--- src/rtl/fm_out_pkg.sv ---
// fm_out_pkg: shared constants for the fm_out FM square-wave generator.
package fm_out_pkg;

  localparam int         CNT_W_DEF = 16;
  localparam logic [7:0] DATA_MID  = 8'd128;
  localparam int         MIN_HALF  = 2;

endpackage

--- src/rtl/fm_out_period_meter.sv ---
// fm_out_period_meter: synchronizes the centre reference and measures its period in clk cycles.
// With FM_OUT_AVG_EN defined the reported period is a running average of successive measurements.
module fm_out_period_meter
  import fm_out_pkg::*;
#(
  parameter int CNT_W = CNT_W_DEF
) (
  input  logic             clk,
  input  logic             rst,
  input  logic             centre_i,
  output logic [CNT_W-1:0] centre_period_o,
  output logic             valid_o
);

  localparam logic [CNT_W-1:0] CNT_MAX = {CNT_W{1'b1}};
  localparam logic [CNT_W-1:0] CNT_ONE = {{(CNT_W-1){1'b0}}, 1'b1};

  // sync_q[1:0] is the synchronizer, sync_q[2] the previous synchronized level
  logic [2:0]       sync_q;
  logic             seen_q, seen_d;
  logic             valid_q, valid_d;
  logic [CNT_W-1:0] cnt_q, cnt_d;
  logic [CNT_W-1:0] period_q, period_d;
  logic             rise_s;

  assign rise_s = sync_q[1] & ~sync_q[2];

  // next-state: the first edge only arms the counter, later edges publish a period
  always_comb begin
    cnt_d    = cnt_q;
    period_d = period_q;
    seen_d   = seen_q;
    valid_d  = valid_q;
    if (rise_s) begin
      seen_d = 1'b1;
      cnt_d  = CNT_ONE;
      if (seen_q) begin
        valid_d = 1'b1;
`ifdef FM_OUT_AVG_EN
        if (valid_q) begin
          period_d = CNT_W'(({1'b0, period_q} + {1'b0, cnt_q}) >> 1);
        end else begin
          period_d = cnt_q;
        end
`else
        period_d = cnt_q;
`endif
      end else begin
        period_d = period_q;
      end
    end else if (seen_q && (cnt_q != CNT_MAX)) begin
      cnt_d = cnt_q + CNT_ONE;
    end else begin
      cnt_d = cnt_q;
    end
  end

  // state registers
  always_ff @(posedge clk or posedge rst) begin
    if (rst) begin
      sync_q   <= 3'b000;
      seen_q   <= 1'b0;
      valid_q  <= 1'b0;
      cnt_q    <= '0;
      period_q <= '0;
    end else begin
      sync_q   <= {sync_q[1:0], centre_i};
      seen_q   <= seen_d;
      valid_q  <= valid_d;
      cnt_q    <= cnt_d;
      period_q <= period_d;
    end
  end

  assign centre_period_o = period_q;
  assign valid_o         = valid_q;

endmodule

--- src/rtl/fm_out.sv ---
// fm_out: frequency-modulated square wave whose carrier half-period follows the measured centre period.
// Optional macro FM_OUT_AVG_EN enables centre-period averaging in fm_out_period_meter.
module fm_out
  import fm_out_pkg::*;
#(
  parameter int CNT_W     = CNT_W_DEF,
  parameter int DEV_SHIFT = 0
) (
  input  logic       clk,
  input  logic       rst,
  input  logic       centre,
  input  logic       update,
  input  logic [7:0] data,
  output logic       fm
);

  localparam int                   W2      = CNT_W + 10;
  localparam logic signed [W2-1:0] HALF_LO = W2'(MIN_HALF);
  localparam logic signed [W2-1:0] HALF_HI = {{10{1'b0}}, {CNT_W{1'b1}}};
  localparam logic [CNT_W-1:0]     CNT_ONE = {{(CNT_W-1){1'b0}}, 1'b1};

  logic [CNT_W-1:0]     centre_period_s;
  logic                 valid_s;
  logic                 upd_q, upd_d;
  logic [7:0]           data_reg_q, data_reg_d;
  logic                 valid_prev_q;
  logic                 fm_q, fm_d;
  logic [CNT_W-1:0]     hcnt_q, hcnt_d;
  logic [CNT_W-1:0]     tgt_q, tgt_d, tgt_s;
  logic signed [8:0]    dev9_s;
  logic signed [W2-1:0] dev_s, half_s, diff_s;

  fm_out_period_meter #(.CNT_W(CNT_W)) u_meter (
    .clk             (clk),
    .rst             (rst),
    .centre_i        (centre),
    .centre_period_o (centre_period_s),
    .valid_o         (valid_s)
  );

  assign dev9_s = $signed({1'b0, data_reg_q}) - $signed({1'b0, DATA_MID});
  assign dev_s  = $signed({{(W2-9){dev9_s[8]}}, dev9_s}) <<< DEV_SHIFT;
  assign half_s = $signed({10'd0, centre_period_s}) >>> 1;

  // target half-period: higher data shortens the half-period, clamped to the counter range
  always_comb begin
    diff_s = half_s - dev_s;
    if (diff_s < HALF_LO) begin
      tgt_s = CNT_W'(MIN_HALF);
    end else if (diff_s > HALF_HI) begin
      tgt_s = {CNT_W{1'b1}};
    end else begin
      tgt_s = diff_s[CNT_W-1:0];
    end
  end

  // next-state: data capture on update rising edge, half-period counter and fm toggle
  always_comb begin
    upd_d      = update;
    data_reg_d = data_reg_q;
    hcnt_d     = hcnt_q;
    fm_d       = fm_q;
    tgt_d      = tgt_q;
    if (update && !upd_q) begin
      data_reg_d = data;
    end else begin
      data_reg_d = data_reg_q;
    end
    if (!valid_s) begin
      hcnt_d = '0;
      fm_d   = 1'b0;
    end else if (!valid_prev_q) begin
      tgt_d  = tgt_s;
      hcnt_d = CNT_ONE;
    end else if (hcnt_q == (tgt_q - CNT_ONE)) begin
      // target is only re-latched here so every half-cycle completes with one length
      fm_d   = ~fm_q;
      hcnt_d = '0;
      tgt_d  = tgt_s;
    end else begin
      hcnt_d = hcnt_q + CNT_ONE;
    end
  end

  // state registers
  always_ff @(posedge clk or posedge rst) begin
    if (rst) begin
      upd_q        <= 1'b0;
      data_reg_q   <= DATA_MID;
      valid_prev_q <= 1'b0;
      fm_q         <= 1'b0;
      hcnt_q       <= '0;
      tgt_q        <= CNT_W'(MIN_HALF);
    end else begin
      upd_q        <= upd_d;
      data_reg_q   <= data_reg_d;
      valid_prev_q <= valid_s;
      fm_q         <= fm_d;
      hcnt_q       <= hcnt_d;
      tgt_q        <= tgt_d;
    end
  end

  assign fm = fm_q;

endmodule

--- config.mk ---
export PLATFORM = sky130hd
export DESIGN_NAME = fm_out
export DESIGN_NICKNAME = d
export VERILOG_FILES = /design/src/rtl/fm_out_pkg.sv /design/src/rtl/fm_out_period_meter.sv /design/src/rtl/fm_out.sv
export SDC_FILE = /design/constraint.sdc
export NUM_CORES = 1
export LEC_CHECK = 0
export BUFFER_PORTS_ARGS = -buffer_cell sky130_fd_sc_hd__clkbuf_2
export CAP_MARGIN = 0
export CORE_MARGIN = 10
export CORE_UTILIZATION = 55
export CTS_CLUSTER_DIAMETER = 50
export DETAILED_ROUTE_END_ITERATION = 16
export GPL_ROUTABILITY_DRIVEN = 0
export PLACE_DENSITY = 0.72
export SYNTH_ARGS = -nofsm -noshare
export SYNTH_HDL_FRONTEND = slang
export SYNTH_SLANG_ARGS = --single-unit
--- constraint.sdc ---
create_clock -name clk -period 4.05 [get_ports clk]
set_input_delay 0.81 -clock clk [delete_from_list [all_inputs] [get_ports clk]]
set_output_delay 0.81 -clock clk [all_outputs]
set_load 0.05 [all_outputs]
==> results.md <==
- Run status: finished clean
- Cell area power density: 546 mW/mm2
- CP cell instances: inv_1 > ha_1 > nor3b_1 > nand4_1 > xnor2_1 > nor4_1 > a41oi_4 > or2_0 > a41oi_2 > a22o_1
- Worst-Skew Late Latency: 350 ps
- Number of synthesized flops with an enable pin: 0
- Overflow after GRT: 0
- Post-Syn Area: 0.00484 mm2
- Post-route DRC: 0
- Most common cell after layout, fill and taps aside: dfrtp_1
- Routed Antenna Nets: 0
- Post-synth ARST share: 1.00
- Via count: 3613
- Largest family of logic cells by synthesized area: simple AND/OR/NAND/NOR gates
- Share of the synthesized area in the top cell type: 0.398
- CTS H-Tree Depth: 3
- Die W: 114 um
- Clock sinks: 79
- Reg power frac: 0.411
- Initial antenna violation count: 0
- Fin crit share: 0.842
- Port Buf Inserts: 12
- Fin crit period: 3410 ps
- Final Non-Filler Cells: 626
- Placed Instances: 610
- Finish-stage setup viols: 0
- Total power: 2.84 mW
- Startpoint types: flop
- Syn Area/Cell: 9.57 um2
- WL/cell: 15.2 um
- PostCTS Resize Cnt: 0
- Most frequent cells in the layout: dfrtp_1 (77), nor2_1 (51), nand2_1 (39)
- DP Area: 0.00499 mm2
- Design area: 0.00519 mm2
- NetSw: 1.11 mW
- Synthesized Nets: 538
- Routed WL: 9530 um
- Post-synthesis sequential area ratio: 0.409
- WP data required: 4340 ps
- CP top delay family: simple AND/OR/NAND/NOR gates
- Vias per std cell: 5.77
- Ant. Diodes: 0
- RSZ-0062 raised after global routing: no
- Setup CP Type: flop to flop
- Area contributors post-synth: dfrtp_1 (40%), xor2_1 (6.2%), xnor2_1 (5.1%)
- Synth cell types: 67
- Max-slew violation count: 0
- Max IR drop VDD: 0.256 mV
- Post-route setup TNS: 0 ps
- CTS tree: built
- Starting Density: 0.561
- Worst hold margin: 353 ps
- Worst slew margin: 0.280
- Dominant cell type by area after synthesis: dfrtp_1
- Core Box Area: 0.00864 mm2
- Crit-path slowest cell: nor3b_1
- Hpwl dp: 7180 um
- Combinational power share: 0.379
- First-pass GRT wire length: 16900 um
- Yosys warning count: 0
- Ports: 13
- Endpoints failing hold: 0
- Post-Syn Instances: 506
- Clock root cell: clkbuf_8
- Critical path arrival: 3700 ps
- Worst-Margin Slew: 1060 ps
- Clock slew at reported path FFs: 80 ps
- Clock buffer count from CTS: 9
- Die height: 114 um
- Post-CTS Setup Inserts: 0
- Leak pwr: 2.30 nW
- Synth-to-layout area growth: 7.31%
- Pint: 1.73 mW
- Tot GR Track Use: 0.155
- Max stage delay on crit path: 690 ps
- Mux share of post-synthesis cell area: 0.0463
- Clock power frac: 0.210
- Core Rows: 34
- Compound-Gate Fraction of Synth Area: 0.139
- Fmax: 293 MHz
- Worst setup EP type: flop
- Number of global-route vias before repair: 3682
- Hold Buf Count CTS: 0
- Clock Skew: 14.8 ps
- Post-layout nets: 545
- Synth Area in XOR/XNOR: 0.112
- Post-Synth Adder-Cell Area: 0.0532
- Starting DRC count in detailed routing: 262
- Synth Flop Type: dfrtp_1
- Worst Path Max Fanout: 13
- Hold Crit Class: flop to flop
- Switching Fraction: 0.390
- Buffers & Inverters on Critical Path: 1
- Die ar.: 0.0130 mm2
- Longest Clk Path Bufs: 2
- Layout cells sized above 1: 0.141
- Pre-Repair DR Iteration Count: 4
- Largest net degree at the start of global routing: 46
- Max-cap viol count: 0
- Simple-Gate Fraction of Synth Area: 0.204
- Flops & latches, synth: 79
through the flow:
stage                     utilization  setup WS, ps
after global routing            0.602           369
final                           0.602           641
after global placement          0.578           778
after CTS                       0.602           608
after floorplan                     -          1120
after detailed placement        0.578           643
routing by layer:
| layer | GRT usage | part of all wire | vias to the layer above |
|---|---|---|---|
| met3 | 0.0357 | 0.027 | 18 |
| met4 | 0.0543 | 0.020 | 0 |
| li1 | - | - | 1817 |
| met2 | 0.264 | 0.49 | 54 |
| met1 | 0.186 | 0.46 | 1724 |
| met5 | 0 | 0 | - |
cell families after synthesis:
group                    count (synthesis)
flip-flops                              79
AO/OA/AOI/OAI                           91
AND/OR/NAND/NOR                        190
adder cells (fa/ha/maj)                 20
multiplexers                            20
XOR/XNOR                                62
buffers and inverters                   44
sequential cells by signal (all words and copies together), names as in the netlist:
signal / flops
data_reg_q: 8
fm: 1
hcnt_q: 16
tgt_q: 16
u_meter.centre_period_o: 15
u_meter.cnt_q: 16
u_meter.seen_q: 1
u_meter.sync_q: 3
u_meter.valid_o: 1
upd_q: 1
valid_prev_q: 1
cells in the mapped netlist (3+ instances only):
| cell type | number |
|---|---|
| dfrtp_1 | 77 |
| nor2_1 | 51 |
| nand2_1 | 39 |
| xor2_1 | 34 |
| xnor2_1 | 28 |
| inv_1 | 23 |
| nand3_1 | 20 |
| clkbuf_1 | 19 |
| ha_1 | 19 |
| mux2_2 | 19 |
| o21ai_0 | 16 |
| a21oi_1 | 15 |
| o31ai_1 | 15 |
| nand4_1 | 14 |
| nor3_1 | 11 |
| and3_1 | 6 |
| nor4_1 | 6 |
| and4_1 | 5 |
| nand2b_1 | 5 |
| nor2b_1 | 5 |
| o21a_1 | 4 |
| or3_1 | 4 |
| a311oi_1 | 3 |
| and3b_1 | 3 |
| nor3b_1 | 3 |
| o211ai_1 | 3 |
| o21bai_1 | 3 |
| or4_1 | 3 |
area by class of cell:
cell class / count / area (um2)
fillers: 749 / 3440
multi-input cells: 383 / 2690
flip-flops and latches: 79 / 1980
clock buffers: 10 / 138
well taps: 108 / 135
repair buffers: 17 / 97.6
inverters: 23 / 87.6
clock inverters: 6 / 70.1
power by group through the flow:
stage          Clock, mW  Sequential [mW]  Combinational (mW)
6_report           0.596             1.17                1.08
5_1_grt            0.646             1.19                1.22
4_1_cts            0.614             1.16                1.08
3_5_place_dp           0             1.18                1.06
3_3_place_gp           0             1.16                1.04
2_1_floorplan          0             1.10               0.918
path summary, 6_finish.rpt:
kind | from | end | slack [ps] | cells after the start
max | tgt_q[0] | tgt_q[0] | 640 | 10
min reg2reg | u_meter.sync_q[0] | u_meter.sync_q[1] | 350 | 0
min | u_meter.sync_q[0] | u_meter.sync_q[1] | 350 | 0
max reg2reg | tgt_q[0] | tgt_q[0] | 640 | 10
max in group asynchronous | rst | data_reg_q[7] | 2570 | 3
min in group asynchronous | rst | hcnt_q[4] | 550 | 2
Note: power is estimated with default switching activity, not from simulation.
